### src/rtl/henon_iter_controller.sv
// -----------------------------------------------------------------------------
// henon_iter_controller
//
// Initiator side of the Henon step core's start/done handshake. Runs n_iter_i
// chained Q1.31 Henon iterations, feeding each core result back as the next
// operand pair. When all iterations are done it maps the final x onto a tarot
// card index 0..77. A core that never answers is abandoned after
// TIMEOUT_CYCLES and reported with an error pulse.
//
// Optional feature macro: HENON_PERTURB_EN
//   defined   : core_perturb_o = sign-extended 16-bit Galois LFSR word
//               (x^16+x^14+x^13+x^11+1) >>> PERTURB_SHIFT; the LFSR steps once
//               per launch.
//   undefined : core_perturb_o is constant 0 and no LFSR is built.
//
// Ports
//   clk, rst            clock, asynchronous active-high reset
//   host_start_i        one-cycle request, sampled only while idle
//   seed_x_i, seed_y_i  initial x/y (Q1.31)
//   a_coef_i, b_coef_i  map coefficients (Q1.31), latched at accept
//   n_iter_i            iteration count, latched at accept
//   busy_o              high from accept until result_valid_o or error_o
//   result_valid_o      one-cycle pulse; finals held until the next accept
//   error_o             one-cycle pulse on core timeout
//   x_final_o, y_final_o, card_idx_o   results
//   core_start_o        one-cycle start pulse to the core
//   core_x_in_o, core_y_in_o, core_a_o, core_b_o, core_perturb_o  core operands
//   core_x_out_i, core_y_out_i, core_done_i                       core results
//
// State table
//   IDLE   | waiting for host_start_i
//   LAUNCH | core_start_o high for one cycle, timeout counter armed
//   WAIT   | waiting for core_done_i, timeout counting down
//   MAP    | finals and card index registered
//   DONE   | result_valid_o pulse
// -----------------------------------------------------------------------------
module henon_iter_controller #(
  parameter int          ITER_W         = 16,
  parameter int          TIMEOUT_CYCLES = 64,
  parameter logic [15:0] LFSR_SEED      = 16'hACE1,
  parameter int          PERTURB_SHIFT  = 12
) (
  input  logic              clk,
  input  logic              rst,
  input  logic              host_start_i,
  input  logic [31:0]       seed_x_i,
  input  logic [31:0]       seed_y_i,
  input  logic [31:0]       a_coef_i,
  input  logic [31:0]       b_coef_i,
  input  logic [ITER_W-1:0] n_iter_i,
  output logic              busy_o,
  output logic              result_valid_o,
  output logic              error_o,
  output logic [31:0]       x_final_o,
  output logic [31:0]       y_final_o,
  output logic [6:0]        card_idx_o,
  output logic              core_start_o,
  output logic [31:0]       core_x_in_o,
  output logic [31:0]       core_y_in_o,
  output logic [31:0]       core_a_o,
  output logic [31:0]       core_b_o,
  output logic [31:0]       core_perturb_o,
  input  logic [31:0]       core_x_out_i,
  input  logic [31:0]       core_y_out_i,
  input  logic              core_done_i
);

  typedef enum logic [2:0] {S_IDLE, S_LAUNCH, S_WAIT, S_MAP, S_DONE} state_t;

  localparam int TMO_W = $clog2(TIMEOUT_CYCLES + 1);

  state_t            state_q, state_d;
  logic [31:0]       x_q, x_d, y_q, y_d, a_q, a_d, b_q, b_d;
  logic [31:0]       xf_q, xf_d, yf_q, yf_d;
  logic [6:0]        card_q, card_d;
  logic [ITER_W-1:0] cnt_q, cnt_d;
  logic [TMO_W-1:0]  tmo_q, tmo_d;
  logic              busy_q, busy_d, err_q, err_d;

  always_ff @(posedge clk or posedge rst) begin
    if (rst) begin
      state_q <= S_IDLE;
      x_q     <= '0;
      y_q     <= '0;
      a_q     <= '0;
      b_q     <= '0;
      xf_q    <= '0;
      yf_q    <= '0;
      card_q  <= '0;
      cnt_q   <= '0;
      tmo_q   <= '0;
      busy_q  <= 1'b0;
      err_q   <= 1'b0;
    end else begin
      state_q <= state_d;
      x_q     <= x_d;
      y_q     <= y_d;
      a_q     <= a_d;
      b_q     <= b_d;
      xf_q    <= xf_d;
      yf_q    <= yf_d;
      card_q  <= card_d;
      cnt_q   <= cnt_d;
      tmo_q   <= tmo_d;
      busy_q  <= busy_d;
      err_q   <= err_d;
    end
  end

  always_comb begin
    state_d = state_q;
    x_d     = x_q;
    y_d     = y_q;
    a_d     = a_q;
    b_d     = b_q;
    xf_d    = xf_q;
    yf_d    = yf_q;
    card_d  = card_q;
    cnt_d   = cnt_q;
    tmo_d   = tmo_q;
    busy_d  = busy_q;
    err_d   = 1'b0;
    case (state_q)
      S_IDLE: begin
        if (host_start_i) begin
          x_d     = seed_x_i;
          y_d     = seed_y_i;
          a_d     = a_coef_i;
          b_d     = b_coef_i;
          cnt_d   = n_iter_i;
          busy_d  = 1'b1;
          state_d = (n_iter_i == '0) ? S_MAP : S_LAUNCH;
        end
      end
      S_LAUNCH: begin
        tmo_d   = TMO_W'(TIMEOUT_CYCLES - 1);
        state_d = S_WAIT;
      end
      S_WAIT: begin
        // A done arriving on the last permitted cycle still wins over timeout.
        if (core_done_i) begin
          x_d     = core_x_out_i;
          y_d     = core_y_out_i;
          cnt_d   = cnt_q - ITER_W'(1);
          state_d = (cnt_q == ITER_W'(1)) ? S_MAP : S_LAUNCH;
        end else if (tmo_q <= TMO_W'(1)) begin
          err_d   = 1'b1;
          busy_d  = 1'b0;
          state_d = S_IDLE;
        end else begin
          tmo_d = tmo_q - TMO_W'(1);
        end
      end
      S_MAP: begin
        // Offset-binary x scaled by 78; the top 7 bits of the 39-bit product
        // are always 0..77.
        card_d  = 7'(({7'd0, x_q ^ 32'h8000_0000} * 39'd78) >> 32);
        xf_d    = x_q;
        yf_d    = y_q;
        state_d = S_DONE;
      end
      S_DONE: begin
        busy_d  = 1'b0;
        state_d = S_IDLE;
      end
      default: state_d = S_IDLE;
    endcase
  end

`ifdef HENON_PERTURB_EN
  // The LFSR steps on entry to LAUNCH so the perturb operand is already
  // stable during the start pulse and stays put until done is sampled.
  logic [15:0]        lfsr_q, lfsr_d, lfsr_step;
  logic signed [31:0] lfsr_sx;
  logic [31:0]        perturb_q, perturb_d;

  assign lfsr_step = lfsr_q[0] ? ((lfsr_q >> 1) ^ 16'hB400) : (lfsr_q >> 1);
  assign lfsr_sx   = {{16{lfsr_step[15]}}, lfsr_step};

  always_comb begin
    lfsr_d    = lfsr_q;
    perturb_d = perturb_q;
    if (state_d == S_LAUNCH) begin
      lfsr_d    = lfsr_step;
      perturb_d = 32'(lfsr_sx >>> PERTURB_SHIFT);
    end
  end

  always_ff @(posedge clk or posedge rst) begin
    if (rst) begin
      lfsr_q    <= LFSR_SEED;
      perturb_q <= '0;
    end else begin
      lfsr_q    <= lfsr_d;
      perturb_q <= perturb_d;
    end
  end

  assign core_perturb_o = perturb_q;
`else
  assign core_perturb_o = 32'd0;
`endif

  assign busy_o         = busy_q;
  assign result_valid_o = (state_q == S_DONE);
  assign error_o        = err_q;
  assign x_final_o      = xf_q;
  assign y_final_o      = yf_q;
  assign card_idx_o     = card_q;
  assign core_start_o   = (state_q == S_LAUNCH);
  assign core_x_in_o    = x_q;
  assign core_y_in_o    = y_q;
  assign core_a_o       = a_q;
  assign core_b_o       = b_q;

endmodule
### config.mk
export PLATFORM = sky130hd
export DESIGN_NAME = henon_iter_controller
export DESIGN_NICKNAME = d
export VERILOG_FILES = /design/src/rtl/henon_iter_controller.sv
export SDC_FILE = /design/constraint.sdc
export NUM_CORES = 1
export LEC_CHECK = 0
export ABC_AREA = 0
export CAP_MARGIN = 20
export CORE_AREA = 2 2 175 177
export CTS_BUF_LIST = sky130_fd_sc_hd__clkbuf_8
export DETAILED_ROUTE_END_ITERATION = 16
export DIE_AREA = 0 0 177 179
export PLACE_DENSITY = 0.79
export SYNTH_ARGS = -nofsm -noshare
export SYNTH_HDL_FRONTEND = slang
export SYNTH_SLANG_ARGS = --single-unit
### constraint.sdc
create_clock -name clk -period 18.9 [get_ports clk]
set_input_delay 1.89 -clock clk [delete_from_list [all_inputs] [get_ports clk]]
set_output_delay 1.89 -clock clk [all_outputs]
set_load 0.01 [all_outputs]
==> reports/qor.yml <==
run_status:
  status: "completed"
layout:
  final_common_cell: "clkdlybuf4s50_1"
  register_area_mm2: 0.00568
  final_cell_mix: "414 x clkdlybuf4s50_1, 309 x nand2_1, 227 x dfrtp_1, 199 x inv_1, 99 x nor2_1"
  design_area_mm2: 0.0185
  n_antenna_cell: 0
  final_nets: 2190
  syn_to_final_growth_pct: 39.5
  fillers: 2497
  multi_input_area_mm2: 0.00655
  drive_gt1_frac: 0.0788
  fin_cells: 2274
sta:
  fmax_ghz: 0.206
  final.setup.tns_ps: 0
  setup_slack_ps: 14040
  setup_viol: 0
  tightest_slew_ps: 1040
  fin_skew_ps: 27.7
  slew-limit-headroom: 0.305
  fin_crit_sh: 0.257
  final_hold_viol_count: 0
  slew_violations: 0
  rsz0062_at_grt: "false"
  period_needed_ps: 4860
cts:
  cts_tree: "done"
  worstSkewPairLatency_ps: 560
  cts.sinks: 227
  post_cts_buffers: 0
  clockRootBuffer: "clkbuf_8"
  path_clk_slew_ps: 60
  cts.hold.buffers_added: 0
  cts_buffers: 41
  cts-resized-gates: 0
  htreeDepth: 2
  clockBufferDepth: 3
grt:
  antenna_found_initial: 1
  use_met3: 0.0681
  grt_overflow: 0
  grt_use_met1: 0.259
  grt_pass1_vias: 11644
  track_usage: 0.229
  gr-max-usage-layer: "met2"
  grt_max_degree: 140
  met2_usage: 0.415
  grt_pass1_wl_mm: 58.0
logic_synthesis:
  synthDistinctLibCells: 61
  ys_seq_area_frac: 0.428
  ys_seq_elements: 227
  synthArstFlopShare: 1.00
  syn_inst: 1448
  synth_warnings: 0
  synth.avg_cell_area_um2: 9.17
  synth_flop_cell: "dfrtp_1"
  synth_edf_count: 0
  syn-cell-area_mm2: 0.0133
detailed_routing:
  wl_mm: 37.2
  drt_iter0_drc: 539
  viasPerCell: 5.03
  antenna_left: 0
  drt_pre_antenna_iters: 5
  num_vias: 11436
  route.detailed.drc: 0
  wl_per_cell_um: 16.4
placed_design:
  dp.cells: 2202
  dp_hpwl_mm: 27.7
  portBuffers: 414
  preCtsSetupSlack_ps: 13530
  placed_cell_area_mm2: 0.0177
  place_congestion: 0.897
floorplan:
  io_pins: 447
  start_util: 0.442
  die_h_um: 179
  die_x_um: 177
  row_count: 64
  dieArea_mm2: 0.0317
  coreArea_mm2: 0.0300
critical_path:
  arrival_ps: 5310
  crit_type: "primary input to flip-flop"
  endpoint_kind: "flip-flop"
  worst_path_most_repeated_cell: "buf_4"
  max_stage_delay_ps: 700
  slowest_stage: "buf_4"
  crit_chain: "clkdlybuf4s50_1 > nor4b_4 > buf_4 > a21oi_2 > inv_4 > buf_4 > nor2_1 > a31oi_1"
  critPathMaxFanout: 80
  worstPathRequired_ps: 19350
  start_kind: "primary input"
  r2r_slack_ps: 14750
flow_run:
  drv_cap: 0
worst_hold_path:
  min_path_type: "flip-flop to flip-flop"
## kinds of logic after synthesis
| family | synth area share |
|---|---|
| other | 0.000282 |
| AND/OR/NAND/NOR | 0.158 |
| multiplexers | 0.0550 |
| flip-flops | 0.428 |
| XOR/XNOR | 0.00527 |
| AO/OA/AOI/OAI | 0.109 |
| buffers and inverters | 0.0909 |
| adder cells (fa/ha/maj) | 0.154 |
## state kept, by name, summed over array words and instances, names as in the netlist
register and flops:
busy_o 1, card_idx_o 7, cnt_q 16, core_a_o 32, core_b_o 32, core_x_in_o 32
core_y_in_o 32, error_o 1, state_q 3, tmo_q 7, x_final_o 32, y_final_o 32
## routing by layer
metal | up-vias | wire length (µm)
li1 | 5497 | -
met1 | 5453 | 14000
met2 | 393 | 19300
met3 | 91 | 2970
met4 | 2 | 1000
met5 | - | 13
## final cells by class
| class | instances | area share |
|---|---|---|
| Clock buffer | 51 | 0.0379 |
| Inverter | 189 | 0.0388 |
| Multi-Input combinational cell | 969 | 0.353 |
| Timing Repair Buffer | 421 | 0.229 |
| Tap cell | 396 | 0.0267 |
| Clock inverter | 21 | 0.00810 |
| Sequential cell | 227 | 0.307 |
## worst max-delay path: cells and delay by family
family,cells,cell delay [ps]
and+or+nand+nor,2,290
AOI/OAI and AO/OA,2,520
buffers and inverters,4,2400
## synth_stat cells, drive strengths merged (2+ instances only)
| library cell | count | share of area |
|---|---|---|
| and3 | 7 | 0.0033 |
| mux2 | 64 | 0.054 |
| or3 | 2 | 0.0013 |
| and2 | 2 | 0.00094 |
| nor2b | 7 | 0.0033 |
| nand2b | 5 | 0.0029 |
| nand3b | 2 | 0.0011 |
| a22oi | 3 | 0.0017 |
| nor2 | 99 | 0.028 |
| or4 | 2 | 0.0014 |
| ha | 71 | 0.067 |
| nand3 | 17 | 0.0064 |
| o32ai | 2 | 0.0013 |
| dfrtp | 227 | 0.43 |
| xor2 | 8 | 0.0053 |
| o211ai | 8 | 0.0045 |
| a211oi | 9 | 0.0055 |
| inv | 189 | 0.053 |
| nor4 | 9 | 0.0054 |
| or2 | 3 | 0.0014 |
| o21a | 4 | 0.0023 |
| o31ai | 4 | 0.0023 |
| o22ai | 6 | 0.0028 |
| buf | 61 | 0.028 |
| fa | 58 | 0.087 |
| o21ai | 68 | 0.026 |
| clkbuf | 33 | 0.0093 |
| nand4 | 7 | 0.0033 |
| a31oi | 68 | 0.032 |
| nor3 | 15 | 0.0069 |
| a21oi | 53 | 0.020 |
| nand4b | 3 | 0.0020 |
| o22a | 3 | 0.0020 |
| o2111ai | 4 | 0.0026 |
| nand2 | 310 | 0.088 |
## final timing paths
path,start,endpoint,depth (start not counted)
setup / recovery,host_start_i,core_x_in_o[13],8
hold / removal,y_final_o[23],y_final_o[23],2
setup reg to reg,core_x_in_o[21],card_idx_o[2],15
hold reg to reg,y_final_o[23],y_final_o[23],2
max in group asynchronous,rst,core_a_o[15],4
min in group asynchronous,rst,core_y_in_o[13],2
## stage by stage
stage                util  hold slack, ps
detailed placement  0.589             461
CTS                 0.617             476
global route        0.617             492
global placement    0.587             458
finish              0.617             470
floorplan               -             470
Power is left out: the tool's default activity adds up to more than one toggle a clock period on the data nets, which glitch-free logic cannot reach.
